--- config.mk ---
export PLATFORM = sky130hd
export DESIGN_NAME = sp_wait_bridge_flat
export DESIGN_NICKNAME = d
export VERILOG_FILES = /design/src/rtl/sp_wait_bridge_if.sv /design/src/rtl/sp_wait_bridge.sv /design/src/flat_wrapper.sv
export SDC_FILE = /design/constraint.sdc
export NUM_CORES = 1
export LEC_CHECK = 0
export CAP_MARGIN = 30
export CORE_ASPECT_RATIO = 0.9
export CORE_MARGIN = 10
export CORE_UTILIZATION = 55
export DETAILED_ROUTE_END_ITERATION = 10
export PLACE_DENSITY_LB_ADDON = 0.2
export SLEW_MARGIN = 30
export SYNTH_ARGS = -nofsm -noshare
export SYNTH_HDL_FRONTEND = slang
export SYNTH_SLANG_ARGS = --single-unit
--- constraint.sdc ---
create_clock -name clk -period 6.35 [get_ports clk]
set_input_delay 0.635 -clock clk [delete_from_list [all_inputs] [get_ports clk]]
set_output_delay 0.635 -clock clk [all_outputs]
set_load 0.005 [all_outputs]
--- src/rtl/sp_wait_bridge_if.sv ---
// SP bus bundle between DMAC and the wait-state bridge, including the slow-memory side.
// slave is the bridge's view; master is the DMAC and memory environment.
interface sp_wait_bridge_if #(
   parameter int ADR_SIZE  = 16,
   parameter int DATA_SIZE = 16
);
   logic                 sp_en;
   logic                 wr_rd_sp;
   logic [ADR_SIZE-1:0]  SPA;
   logic [DATA_SIZE-1:0] SPD_OUT;
   logic [DATA_SIZE-1:0] SPD_IN;
   logic                 stall_ext;
   logic                 mem_en;
   logic                 mem_wr;
   logic [ADR_SIZE-1:0]  mem_adr;
   logic [DATA_SIZE-1:0] mem_wdata;
   logic [DATA_SIZE-1:0] mem_rdata;

   modport slave (
      input  sp_en, wr_rd_sp, SPA, SPD_OUT, mem_rdata,
      output SPD_IN, stall_ext, mem_en, mem_wr, mem_adr, mem_wdata
   );

   modport master (
      output sp_en, wr_rd_sp, SPA, SPD_OUT, mem_rdata,
      input  SPD_IN, stall_ext, mem_en, mem_wr, mem_adr, mem_wdata
   );
endinterface

--- src/rtl/sp_wait_bridge.sv ---
// Slave-side SP bridge: posts DMAC writes into a FIFO, drains them to slow memory with fixed wait states,
// and runs reads in order behind them. Define SP_BRIDGE_STATS_EN to add wr_posted_cnt/stall_cnt outputs.
module sp_wait_bridge #(
   parameter int ADR_SIZE    = 16,
   parameter int DATA_SIZE   = 16,
   parameter int WAIT_CYCLES = 2,
   parameter int FIFO_DEPTH  = 4
) (
   input  logic            clk,
   input  logic            rst,
   sp_wait_bridge_if.slave bus
`ifdef SP_BRIDGE_STATS_EN
   ,
   output logic [15:0]     wr_posted_cnt,
   output logic [15:0]     stall_cnt
`endif
);
   localparam int PTR_W = $clog2(FIFO_DEPTH);
   localparam int CNT_W = (WAIT_CYCLES > 0) ? $clog2(WAIT_CYCLES + 1) : 1;
   localparam int ENT_W = ADR_SIZE + DATA_SIZE;
   localparam logic [PTR_W:0]   FULL_CNT  = (PTR_W + 1)'(FIFO_DEPTH);
   localparam logic [CNT_W-1:0] WAIT_LOAD = CNT_W'(WAIT_CYCLES);

   typedef enum logic [1:0] {IDLE, WR, RD, RD_DONE} state_e;

   state_e               state_q, state_d;
   logic [ENT_W-1:0]     fifoMem_q [FIFO_DEPTH];
   logic [PTR_W-1:0]     wrPtr_q, rdPtr_q;
   logic [PTR_W:0]       count_q, count_d;
   logic [CNT_W-1:0]     waitCnt_q, waitCnt_d;
   logic                 memEn_q, memEn_d;
   logic                 memWr_q, memWr_d;
   logic [ADR_SIZE-1:0]  memAdr_q, memAdr_d;
   logic [DATA_SIZE-1:0] memWdata_q, memWdata_d;
   logic [DATA_SIZE-1:0] spdIn_q, spdIn_d;
   logic                 fifoFull, fifoEmpty, push, pop, startRd, stall;
   logic [ENT_W-1:0]     head;

   assign fifoFull  = (count_q == FULL_CNT);
   assign fifoEmpty = (count_q == '0);
   assign head      = fifoMem_q[rdPtr_q];
   assign push      = bus.sp_en & bus.wr_rd_sp & ~fifoFull;

   // A read only gets through in RD_DONE, so it stalls behind every posted write and its own access.
   assign stall = ~rst & bus.sp_en &
                  ((bus.wr_rd_sp & fifoFull) | (~bus.wr_rd_sp & (state_q != RD_DONE)));

   always_ff @(posedge clk) begin
      if (rst) begin
         state_q    <= IDLE;
         wrPtr_q    <= '0;
         rdPtr_q    <= '0;
         count_q    <= '0;
         waitCnt_q  <= '0;
         memEn_q    <= 1'b0;
         memWr_q    <= 1'b0;
         memAdr_q   <= '0;
         memWdata_q <= '0;
         spdIn_q    <= '0;
      end else begin
         state_q    <= state_d;
         wrPtr_q    <= push ? wrPtr_q + PTR_W'(1) : wrPtr_q;
         rdPtr_q    <= pop  ? rdPtr_q + PTR_W'(1) : rdPtr_q;
         count_q    <= count_d;
         waitCnt_q  <= waitCnt_d;
         memEn_q    <= memEn_d;
         memWr_q    <= memWr_d;
         memAdr_q   <= memAdr_d;
         memWdata_q <= memWdata_d;
         spdIn_q    <= spdIn_d;
      end
   end

   always_ff @(posedge clk) begin
      if (push) fifoMem_q[wrPtr_q] <= {bus.SPA, bus.SPD_OUT};
   end

   always_comb begin
      count_d = count_q;
      unique case ({push, pop})
         2'b10:   count_d = count_q + (PTR_W + 1)'(1);
         2'b01:   count_d = count_q - (PTR_W + 1)'(1);
         default: count_d = count_q;
      endcase
   end

   // Posted writes win over a pending read, which keeps reads ordered behind earlier writes.
   always_comb begin
      state_d = state_q;
      pop     = 1'b0;
      startRd = 1'b0;
      unique case (state_q)
         IDLE: begin
            if (!fifoEmpty) begin
               pop     = 1'b1;
               state_d = WR;
            end else if (bus.sp_en && !bus.wr_rd_sp) begin
               startRd = 1'b1;
               state_d = RD;
            end
         end
         WR: begin
            if (waitCnt_q == '0) begin
               if (!fifoEmpty) pop = 1'b1;
               else            state_d = IDLE;
            end
         end
         RD:      if (waitCnt_q == '0) state_d = RD_DONE;
         RD_DONE: state_d = IDLE;
         default: state_d = IDLE;
      endcase
   end

   always_comb begin
      memEn_d    = memEn_q;
      memWr_d    = memWr_q;
      memAdr_d   = memAdr_q;
      memWdata_d = memWdata_q;
      waitCnt_d  = waitCnt_q;
      spdIn_d    = spdIn_q;
      if (pop) begin
         memEn_d    = 1'b1;
         memWr_d    = 1'b1;
         memAdr_d   = head[ENT_W-1:DATA_SIZE];
         memWdata_d = head[DATA_SIZE-1:0];
         waitCnt_d  = WAIT_LOAD;
      end else if (startRd) begin
         memEn_d   = 1'b1;
         memWr_d   = 1'b0;
         memAdr_d  = bus.SPA;
         waitCnt_d = WAIT_LOAD;
      end else if ((state_q == WR || state_q == RD) && waitCnt_q != '0) begin
         waitCnt_d = waitCnt_q - CNT_W'(1);
      end else if (state_q == WR) begin
         memEn_d = 1'b0;
      end else if (state_q == RD) begin
         memEn_d = 1'b0;
         spdIn_d = bus.mem_rdata;
      end
   end

   assign bus.stall_ext = stall;
   assign bus.mem_en    = memEn_q;
   assign bus.mem_wr    = memWr_q;
   assign bus.mem_adr   = memAdr_q;
   assign bus.mem_wdata = memWdata_q;
   assign bus.SPD_IN    = spdIn_q;

`ifdef SP_BRIDGE_STATS_EN
   logic [15:0] wrPostedCnt_q, stallCnt_q;

   // Saturating statistics; they never wrap so a long run cannot report a small count.
   always_ff @(posedge clk) begin
      if (rst) begin
         wrPostedCnt_q <= '0;
         stallCnt_q    <= '0;
      end else begin
         if (push && wrPostedCnt_q != 16'hFFFF) wrPostedCnt_q <= wrPostedCnt_q + 16'd1;
         if (stall && stallCnt_q != 16'hFFFF)   stallCnt_q    <= stallCnt_q + 16'd1;
      end
   end

   assign wr_posted_cnt = wrPostedCnt_q;
   assign stall_cnt     = stallCnt_q;
`endif
endmodule

--- src/flat_wrapper.sv ---
// flat-port wrapper written by rule: the top's interface ports become plain ports
module sp_wait_bridge_flat 
#(
   parameter int ADR_SIZE    = 16,
   parameter int DATA_SIZE   = 16,
   parameter int WAIT_CYCLES = 2,
   parameter int FIFO_DEPTH  = 4
)
  (clk, rst, bus_sp_en, bus_wr_rd_sp, bus_SPA, bus_SPD_OUT, bus_mem_rdata, bus_SPD_IN, bus_stall_ext, bus_mem_en, bus_mem_wr, bus_mem_adr, bus_mem_wdata);
  sp_wait_bridge_if #(.ADR_SIZE(ADR_SIZE), .DATA_SIZE(DATA_SIZE)) bus_i ();
  input  logic clk;
  input  logic rst;
  input wire logic [$bits(bus_i.sp_en)-1:0] bus_sp_en;
  input wire logic [$bits(bus_i.wr_rd_sp)-1:0] bus_wr_rd_sp;
  input wire logic [$bits(bus_i.SPA)-1:0] bus_SPA;
  input wire logic [$bits(bus_i.SPD_OUT)-1:0] bus_SPD_OUT;
  input wire logic [$bits(bus_i.mem_rdata)-1:0] bus_mem_rdata;
  output wire logic [$bits(bus_i.SPD_IN)-1:0] bus_SPD_IN;
  output wire logic [$bits(bus_i.stall_ext)-1:0] bus_stall_ext;
  output wire logic [$bits(bus_i.mem_en)-1:0] bus_mem_en;
  output wire logic [$bits(bus_i.mem_wr)-1:0] bus_mem_wr;
  output wire logic [$bits(bus_i.mem_adr)-1:0] bus_mem_adr;
  output wire logic [$bits(bus_i.mem_wdata)-1:0] bus_mem_wdata;
  assign bus_i.sp_en = bus_sp_en;
  assign bus_i.wr_rd_sp = bus_wr_rd_sp;
  assign bus_i.SPA = bus_SPA;
  assign bus_i.SPD_OUT = bus_SPD_OUT;
  assign bus_i.mem_rdata = bus_mem_rdata;
  assign bus_SPD_IN = bus_i.SPD_IN;
  assign bus_stall_ext = bus_i.stall_ext;
  assign bus_mem_en = bus_i.mem_en;
  assign bus_mem_wr = bus_i.mem_wr;
  assign bus_mem_adr = bus_i.mem_adr;
  assign bus_mem_wdata = bus_i.mem_wdata;
  sp_wait_bridge #(.ADR_SIZE(ADR_SIZE), .DATA_SIZE(DATA_SIZE), .WAIT_CYCLES(WAIT_CYCLES), .FIFO_DEPTH(FIFO_DEPTH)) u_core (.clk(clk), .rst(rst), .bus(bus_i));
endmodule
==> summary.txt, run 1 <==
Clock tree
  • Clk Latency, worst-skew pair: 0.43 ns
  • CTS sink cnt: 191
  • Post-CTS Setup Inserts: 0
  • Clock-pin slew on the worst setup and hold paths: 0.07 ns
  • # hold bufs at CTS: 0
  • CTS tree: built
  • CTS Buffer Depth: 2
  • Root buf cell: clkbuf_16
  • CTS buffer count: 17
  • Cts repair resizes: 0
  • H-tree depth: 4

Pwr
  • NetSw: 1.112 mW
  • Sequential Power Share: 0.435
  • Pleak: 3.025 nW
  • Combinational Power Share: 0.289
  • Clk pwr share: 0.276
  • Power density over the cells: 421.3 nW/um^2
  • Sw Share: 0.2919
  • Internal power: 2.697 mW
  • Peak supply drop: 0.2660 mV

Run
  • # Max-Cap Violations: 0

Min path
  • Tightest Hold Check Type: reg2reg
  • Hold path start: u_core.bus.mem_adr[4]
  • Min-Delay Endpoint: u_core.bus.mem_adr[4]
  • Hold path cells: 2

Synthesis
  • Mapped cell area: 7328 sq um
  • FFs w/ async S/R, synth: 0
  • Adder-Cell Fraction of Synth Area: 0.01981
  • Synth Flop Type: edfxtp_1
  • Sequential-to-total area share from yosys stat: 0.6966
  • Leading area contributor after synthesis: edfxtp_1
  • Post-Synth XOR/XNOR Area: 0.007171
  • Synth Area per Inst: 15.49 sq um
  • Syn_nets: 536
  • Yosys top cell area share: 0.5245
  • Yosys warnings: 0
  • Mux share of post-synthesis cell area: 0.1325
  • Simple-Gate Fraction of Synth Area: 0.07103
  • Ranking of synthesized cells by area: edfxtp_1 (52%), dfxtp_1 (17%), mux4_2 (9.8%)
  • Syn Inst Count: 473
  • Compound-gate portion of the synthesized area: 0.04746
  • Largest family of logic cells by synthesized area: multiplexers
  • Yosys cell types: 42
  • Post-synth EDFFs: 128
  • Yosys reg bits: 191

Drt
  • Antenna-violating nets left: 0
  • TritonRoute pass-1 iters: 5
  • Ratio of routed vias to standard cells: 5.581
  • Routed length per instance: 19.89 um
  • Vias: 4180
  • # DRC: 0
  • DRT iter0 DRCs: 301
  • Drt total wl: 14900 um

Timing
  • Final Max Slew Viols: 0
  • Max-slew headroom: 0.3705
  • Worst Clk Skew: 0.007309 ns
  • Minimum clock period: 3.082 ns
  • Fmax: 0.3244 GHz
  • Final Hold Vio Count: 0
  • Hold_ws: 0.4490 ns
  • Slew @ Worst Pin: 0.9442 ns
  • Fin Setup TNS: 0 ns
  • Final setup viols: 0
  • RSZ-0062 raised after global routing: false
  • Final period utilization: 0.4854

Setup path
  • Delay-heaviest family, CP: adder cells
  • Flop2flop setup slack: 3.27 ns
  • Worst R2R Start: u_core.state_q[0]
  • R2R Path End: u_core.count_q[2]
  • Critical-path cell list: inv_1, ha_1, a21o_1, nand2_1, buf_4, inv_2, ha_1, inv_1, fa_1, xor2_1, or3_1, a21oi_1
  • CP Data Required Time: 6.70 ns
  • Reg2Reg Depth: 12
  • Crit. End Element: flop
  • Slowest Stage Delay on Critical Path: 0.46 ns
  • Buf+Inv Stages, Crit Path: 4
  • Worst EP arrival: 3.43 ns
  • Startpoint Class: flop
  • Critical path class: reg2reg
  • Crit-path max FO: 32
  • Slowest CP cell: inv_2

Layout
  • Layout filler cell count: 865
  • Nets: 635
  • Multi-input gate area: 2042 sq um
  • FF/Latch Area: 5107 sq um
  • Layout cells sized above 1: 0.1385
  • Non-filler cells, final: 749
  • Antenna diode count: 0
  • Layout overhead on the synthesized area: 23.37%

Floorplanning
  • Horiz. Die Dim: 141.7 um
  • IO Pins: 103
  • Floorplan core area: 12880 sq um
  • Initial Util: 0.5689
  • Row cnt: 39
  • Die Area: 18350 sq um
  • Die height: 129.5 um

Global route
  • Pin count of the biggest net entering global routing: 47
  • Total Routing Usage GR: 0.1692
  • Vias in the first global route: 4508
  • Gr ovfl total: 0
  • Initial antenna violation count: 0
  • First-pass GRT wire length: 24010 um

Placed design
  • Port Buffers: 102
  • Post-DP HPWL: 9249 um
  • Placed insts: 717
  • Routability cong.: 0.7514

Outcome
  • Outcome: completed
==> cells in the mapped netlist (3+ instances only) <==
cell type	count
a211oi_1	6
a21oi_1	31
a22oi_1	9
and2_1	4
and3_1	3
buf_2	4
buf_4	3
clkbuf_1	13
dfxtp_1	63
edfxtp_1	128
ha_1	10
inv_1	11
mux2i_1	25
mux4_2	32
nand2_1	77
nor2_1	16
nor2b_1	3
o21ai_0	4
xnor2_1	3
xor2_1	3
==> flip-flops by register name, indices dropped and copies added, names as in the netlist, named ones only <==
signal / cells
u_core.bus.SPD_IN: 16
u_core.bus.mem_adr: 16
u_core.bus.mem_en: 1
u_core.bus.mem_wdata: 16
u_core.bus.mem_wr: 1
u_core.count_q: 3
u_core.fifoMem_q: 128
u_core.rdPtr_q: 2
u_core.state_q: 2
u_core.waitCnt_q: 2
u_core.wrPtr_q: 2
==> cell usage in the layout (no fill, tap or decap), types with 3 or more instances in the layout <==
cell type        netlist  routed
edfxtp_1             128     128
clkdlybuf4s50_1        0     101
nand2_1               77      77
dfxtp_1               63      61
mux4_2                32      32
a21oi_1               31      31
mux2i_1               25      25
clkbuf_16              0      19
nor2_1                16      16
inv_1                 11      12
ha_1                  10      10
a22oi_1                9       9
a211oi_1               6       6
clkbuf_8               0       6
and2_2                 0       4
o21ai_0                4       4
and3_1                 3       3
nor2b_1                3       3
xor2_1                 3       3
xnor2_1                3       3
inv_4                  0       3
buf_4                  3       3
==> power by group through the flow <==
stage          Clock (mW)  Combinational [mW]  Sequential [mW]
5_1_grt              1.12                1.21             1.69
3_5_place_dp            0                1.11             1.69
3_3_place_gp            0                1.07             1.68
4_1_cts              1.07                1.13             1.66
6_report             1.05                1.10             1.66
2_1_floorplan           0               0.735             1.62
==> logic make-up after synthesis <==
family | Yosys count
flip-flops | 191
AND/OR/NAND/NOR | 114
multiplexers | 57
AO/OA/AOI/OAI | 56
buffers and inverters | 38
adder cells (fa/ha/maj) | 11
XOR/XNOR | 6
==> layer usage <==
layer / track usage / wire (um)
met2: 0.2798 / 7555
met3: 0.05515 / 1102
met4: 0.06246 / 180
met1: 0.2041 / 6061
met5: 0 / 0
==> cell type report <==
class                   count  share of cell area
well taps                 164             0.02270
inverters                  13            0.005397
multi-input cells         244              0.2259
clock buffers              25             0.06172
clock inverters             7            0.004567
repair buffers            105              0.1149
flip-flops and latches    191              0.5649
==> through the flow <==
stage               power (mW)  instance area [sq um]    util  worst slack, ns
CTS                      3.859                   9041  0.7018            3.253
detailed placement       2.801                   8442  0.6553            3.216
floorplan                2.356                   7328       -            3.831
finish                   3.809                   9041  0.7018            3.268
global placement         2.753                   8442  0.6553            3.372
global route             4.019                   9041  0.7018            3.100
==> tightest hold or removal path: cells and delay by family (launching register included) <==
kind / cells / cell delay (ns)
AOI/OAI and AO/OA: 1 / 0.05
DFF: 1 / 0.31
and+or+nand+nor: 1 / 0.05
==> how the worst max path moves through the flow <==
stage,depth (start not counted),slack (ns),endpoint,start
floorplan,12,3.83,u_core.count_q[2],u_core.waitCnt_q[0]
global placement,5,3.37,u_core.bus.SPD_IN[5],bus_sp_en
detailed placement,5,3.22,u_core.bus.SPD_IN[8],bus_wr_rd_sp
CTS,12,3.25,u_core.count_q[2],u_core.state_q[0]
global route,12,3.10,u_core.count_q[2],u_core.state_q[0]
finish,12,3.27,u_core.count_q[2],u_core.state_q[0]
Note: power is estimated with default switching activity, not from simulation.
==> run 2, diff against run 1 <==
--- a/config.mk
+++ b/config.mk
@@ -8,7 +8,7 @@
 export CAP_MARGIN = 30
 export CORE_ASPECT_RATIO = 0.9
 export CORE_MARGIN = 10
-export CORE_UTILIZATION = 55
+export CORE_UTILIZATION = 54
 export DETAILED_ROUTE_END_ITERATION = 10
 export PLACE_DENSITY_LB_ADDON = 0.2
 export SLEW_MARGIN = 30
==> constraint.sdc (replaced) <==
create_clock -name clk -period 3.2 [get_ports clk]
set_input_delay 0.32 -clock clk [delete_from_list [all_inputs] [get_ports clk]]
set_output_delay 0.32 -clock clk [all_outputs]
set_load 0.005 [all_outputs]
==> summary.txt, run 2 (same netlist as run 1, synthesis figures left out) <==
Outcome
  • Outcome: completed

Setup path
  • Delay-heaviest family, CP: simple AND/OR/NAND/NOR gates
  • Critical path class: reg2reg
  • Crit-path max FO: 7
  • Startpoint Class: flop
  • Critical-path cell list: or3b_2, and3_1, inv_1, ha_1, inv_1, fa_1, xor2_1, or3_1, a21oi_1
  • Worst EP arrival: 2.96 ns
  • CP Data Required Time: 3.55 ns
  • Buf+Inv Stages, Crit Path: 2
  • Slowest Stage Delay on Critical Path: 0.48 ns
  • Crit. End Element: flop
  • Slowest CP cell: or3b_2
  • Most used cell, CP: inv_1

Placed design
  • Post-DP HPWL: 9679 um
  • Area post-placement: 8544 sq um
  • Port Buffers: 102
  • Routability cong.: 0.7706

Floorplanning
  • Row cnt: 40
  • Die Area: 18640 sq um
  • Horiz. Die Dim: 142.8 um
  • IO Pins: 103
  • Initial Util: 0.5505
  • Die height: 130.5 um
  • Floorplan core area: 13310 sq um

Clock tree
  • # hold bufs at CTS: 0
  • Clock-pin slew on the worst setup and hold paths: 0.07 ns
  • H-tree depth: 4
  • CTS tree: built
  • Root buf cell: clkbuf_16
  • CTS Buffer Depth: 2
  • Post-CTS Setup Inserts: 0
  • Cts repair resizes: 0
  • CTS sink cnt: 191
  • Clk Latency, worst-skew pair: 0.43 ns
  • CTS buffer count: 17

Layout
  • Max reg flops: 128
  • Most frequent cells in the layout: edfxtp_1 (128), clkdlybuf4s50_1 (101), nand2_1 (77)
  • Antenna diode count: 0
  • Layout overhead on the synthesized area: 24.02%
  • Nets: 648
  • Most flop-heavy register: u_core.fifoMem_q
  • Commonest non-fill, non-tap cell in the layout: edfxtp_1
  • Layout cells sized above 1: 0.1522
  • Layout filler cell count: 919
  • Post-route cell area: 9089 sq um

Timing
  • Final setup viols: 0
  • Final period utilization: 0.8147
  • Final Max Slew Viols: 0
  • Fin Setup TNS: 0 ns
  • Minimum clock period: 2.607 ns
  • Worst Clk Skew: 0.009116 ns
  • Hold_ws: 0.4490 ns
  • Slew @ Worst Pin: 0.8820 ns
  • Final Hold Vio Count: 0
  • Fmax: 0.3836 GHz
  • Max-slew headroom: 0.4120
  • RSZ-0062 raised after global routing: false

Global route
  • Initial antenna violation count: 0
  • Vias in the first global route: 4406
  • Pin count of the biggest net entering global routing: 46
  • Total Routing Usage GR: 0.1672
  • First-pass GRT wire length: 23660 um
  • Gr ovfl total: 0

Min path
  • Tightest Hold Check Type: in2reg

Drt
  • Drt total wl: 14940 um
  • DRT iter0 DRCs: 290
  • Antenna-violating nets left: 0
  • # DRC: 0
  • Routed length per instance: 19.50 um
  • Vias: 4161
  • Ratio of routed vias to standard cells: 5.432
  • TritonRoute pass-1 iters: 6

Pwr
  • Pleak: 3.045 nW
  • Final Total Pwr: 7.484 mW
  • Power density over the cells: 823.4 nW/um^2
  • Peak supply drop: 0.5922 mV

Run
  • # Max-Cap Violations: 0
## run 2: cell count changes in the layout (fill, tap and decap cells not counted), sizes merged
| cell | before | now |
|---|---|---|
| inv | 17 | 13 |
| clkbuf | 25 | 22 |
| bufinv | 0 | 1 |
| clkinvlp | 0 | 3 |
| clkinv | 3 | 6 |
| buf | 4 | 17 |
## run 2: layout make-up
class,count,area (sq um),share of cell area
Clock inverter,10,90.09,0.009912
Clock buffer,22,454.2,0.04997
Sequential cell,191,5107,0.5619
Tap cell,168,210.2,0.02313
Timing Repair Buffer,118,1136,0.1250
Inverter,13,48.80,0.005369
Multi-Input combinational cell,244,2042,0.2247
## run 2: power by group
part	switching, mW	internal, mW
logic	1.11	1.19
registers	0.233	2.99
clock network	0.863	1.09
## run 2: per-stage QoR
stage                       util  worst slack, ns  instances
after floorplan                -           0.6812        473
after global placement    0.6418           0.7328        734
after detailed placement  0.6418           0.6099        734
after CTS                 0.6827           0.5947        766
after global routing      0.6827           0.4973        766
final                     0.6827           0.5929        766
## run 2: path summary, 6_finish.rpt
kind | slack, ns | endpoint | cells after the start | start
worst max register to register | 0.59 | u_core.count_q[2] | 9 | u_core.count_q[2]
worst min-delay path | 0.45 | u_core.bus.SPD_IN[6] | 3 | bus_mem_rdata[6]
worst max-delay path | 0.59 | u_core.count_q[2] | 9 | u_core.count_q[2]
worst min register to register | 0.45 | u_core.bus.mem_adr[7] | 2 | u_core.bus.mem_adr[7]
## run 2: layer usage
layer	global-route usage	wire, um	up-vias
met5	0	0	-
met4	0.04364	89	0
met3	0.05628	986	9
met2	0.2780	7527	122
met1	0.2070	6336	2052
li1	-	-	1978
## run 2: worst register-to-register path, stage by stage (launching register included)
cell,delay (ns)
dfxtp_1,0.43
or3b_2,0.48
and3_1,0.28
inv_1,0.09
ha_1,0.18
inv_1,0.06
fa_1,0.38
xor2_1,0.17
or3_1,0.31
a21oi_1,0.15
==> run 3, diff against run 2 <==
--- a/config.mk
+++ b/config.mk
@@ -8,7 +8,7 @@
 export CAP_MARGIN = 30
 export CORE_ASPECT_RATIO = 0.9
 export CORE_MARGIN = 10
-export CORE_UTILIZATION = 54
+export CORE_UTILIZATION = 49
 export DETAILED_ROUTE_END_ITERATION = 10
 export PLACE_DENSITY_LB_ADDON = 0.2
 export SLEW_MARGIN = 30
==> constraint.sdc (replaced) <==
create_clock -name clk -period 2.19 [get_ports clk]
set_input_delay 0.219 -clock clk [delete_from_list [all_inputs] [get_ports clk]]
set_output_delay 0.219 -clock clk [all_outputs]
set_load 0.005 [all_outputs]
==> summary.txt, run 3 (same netlist as run 1, synthesis figures left out) <==
Global route
  • First-pass GRT wire length: 23630 um
  • Initial antenna violation count: 0
  • Total Routing Usage GR: 0.1509
  • Vias in the first global route: 4421
  • Gr ovfl total: 0
  • Pin count of the biggest net entering global routing: 46

Timing
  • Worst Clk Skew: 0.006043 ns
  • Minimum clock period: 2.121 ns
  • Fmax: 0.4714 GHz
  • Final setup viols: 0
  • Final period utilization: 0.9686
  • Slew @ Worst Pin: 0.5537 ns
  • RSZ-0062 raised after global routing: false
  • Final Max Slew Viols: 0
  • Final Hold Vio Count: 0
  • Max-slew headroom: 0.6309

Floorplanning
  • Row cnt: 42
  • Initial Util: 0.4998
  • Die Area: 20250 sq um
  • Die height: 136.0 um
  • Floorplan core area: 14660 sq um
  • Horiz. Die Dim: 148.9 um
  • IO Pins: 103

Setup path
  • Slowest CP cell: or3b_4
  • Worst R2R Start: u_core.count_q[0]
  • Crit path launch: u_core.count_q[0]
  • Flop2flop setup slack: 0.07 ns
  • Worst EP arrival: 2.47 ns
  • CP Data Required Time: 2.54 ns
  • Crit-path max FO: 2
  • Critical path class: reg2reg
  • R2R Path End: u_core.count_q[2]
  • Slowest Stage Delay on Critical Path: 0.39 ns
  • Startpoint Class: flop
  • Crit. End Element: flop
  • Reg2Reg Depth: 9
  • Critical-path cell list: or3b_4, and3_4, inv_4, ha_4, inv_2, fa_2, xor2_1, or3_1, a21oi_1

Drt
  • Antenna-violating nets left: 0
  • DRT iter0 DRCs: 319
  • # DRC: 0
  • Drt total wl: 14820 um
  • Routed length per instance: 18.46 um
  • Ratio of routed vias to standard cells: 5.267
  • Vias: 4229
  • TritonRoute pass-1 iters: 4

Outcome
  • Outcome: completed

Layout
  • Antenna diode count: 0
  • Most flop-heavy register: u_core.fifoMem_q
  • Most frequent cells in the layout: edfxtp_1 (128), clkdlybuf4s50_1 (100), nand2_1 (76)
  • Layout cells sized above 1: 0.1901
  • Commonest non-fill, non-tap cell in the layout: edfxtp_1
  • Post-Route Utilization: 0.6383
  • Max reg flops: 128
  • Layout filler cell count: 1050
  • Layout overhead on the synthesized area: 27.71%
  • Nets: 655

Clock tree
  • H-tree depth: 4
  • CTS tree: built
  • Root buf cell: clkbuf_16
  • # hold bufs at CTS: 0
  • CTS buffer count: 17
  • Clock-pin slew on the worst setup and hold paths: 0.06 ns
  • Clk Latency, worst-skew pair: 0.42 ns
  • CTS sink cnt: 191
  • CTS Buffer Depth: 2

Min path
  • Tightest Hold Check Type: in2reg
  • Min-Delay Endpoint: u_core.bus.SPD_IN[15]
  • Hold path start: bus_mem_rdata[15]
  • Hold path cells: 3

Pwr
  • Peak supply drop: 0.7236 mV
  • Power density over the cells: 1195 nW/um^2
  • Pleak: 3.134 nW
  • Final Total Pwr: 11.18 mW

Placed design
  • Port Buffers: 102
  • Routability cong.: 0.7939
  • Post-DP HPWL: 9811 um

Run
  • # Max-Cap Violations: 0
## run 3: cell types whose count changed in the layout (fill, tap and decap cells not counted), moves of 2 or more
cell and delta:
dfxtp_1 -3, inv_6 +2, clkbuf_8 +2, inv_4 +3, buf_12 +8, ha_4 +4
ha_1 -4, dfxtp_2 +3, inv_1 -4, inv_2 +2, clkbuf_1 -3
## run 3: worst max-delay path, delay by kind of cell (launching register included)
family	cells	cell delay [ns]
adders and majority gates	2	0.47
DFF	1	0.32
buffers and inverters	2	0.09
AOI/OAI and AO/OA	1	0.12
and+or+nand+nor	3	0.87
xor gates and xnor gates	1	0.18
## run 3: worst max-delay path by stage
stage	slack [ns]	depth (start not counted)	endpoint
after floorplan	-0.01	10	u_core.count_q[2]
after global placement	0.1	9	u_core.count_q[2]
after detailed placement	0.006	11	u_core.count_q[2]
after CTS	0.03	4	bus_stall_ext
after global routing	0.007	9	u_core.count_q[2]
final	0.07	9	u_core.count_q[2]
## run 3: layout make-up
type	instances	area [sq um]	share of cell area
sequential	191	5111	0.5461
multi-input combinational	244	2105	0.2249
timing repair buffer	125	1291	0.1380
clock buffer	21	470.5	0.05027
tap	198	247.7	0.02647
clock inverter	11	80.08	0.008556
inverter	13	53.80	0.005749
## run 3: what timing repair did
| action | 4_1_cts | 5_1_grt |
|---|---|---|
| gates resized for setup | 0 | 7 |
| buffers inserted | 1 | 1 |
| endpoints found under the setup margin | 1 | 2 |
| pin swaps | 1 | 1 |
| endpoints found under the hold margin | 0 | 0 |
## run 3: power breakdown
group	switching, mW	total (mW)	internal [mW]
logic	1.72	3.65	1.93
registers	0.313	4.69	4.38
clock network	1.29	2.84	1.55
## run 3: routing by layer
layer  vias to the layer above  wire (um)  part of all wire  track usage
met5                         -          0                 0            0
met4                         0        137            0.0092      0.04194
met1                      2123       6386              0.43       0.1904
met3                        13        799             0.054      0.04686
li1                       1996          -                 -            -
met2                        97       7498              0.51       0.2467
## run 3: stage by stage
| step | worst slack [ns] | cells | hold WS [ns] | instance area (sq um) | TNS, ns |
|---|---|---|---|---|---|
| 2_1_floorplan | -0.01119 | 473 | 0.3179 | 7393 | -0.01119 |
| 3_3_place_gp | 0.09949 | 769 | 0.4424 | 8767 | 0 |
| 3_5_place_dp | 0.006035 | 769 | 0.4472 | 8767 | 0 |
| 4_1_cts | 0.03273 | 802 | 0.3412 | 9325 | 0 |
| 5_1_grt | 0.007466 | 803 | 0.3626 | 9359 | 0 |
| 6_report | 0.06875 | 803 | 0.3533 | 9359 | 0 |
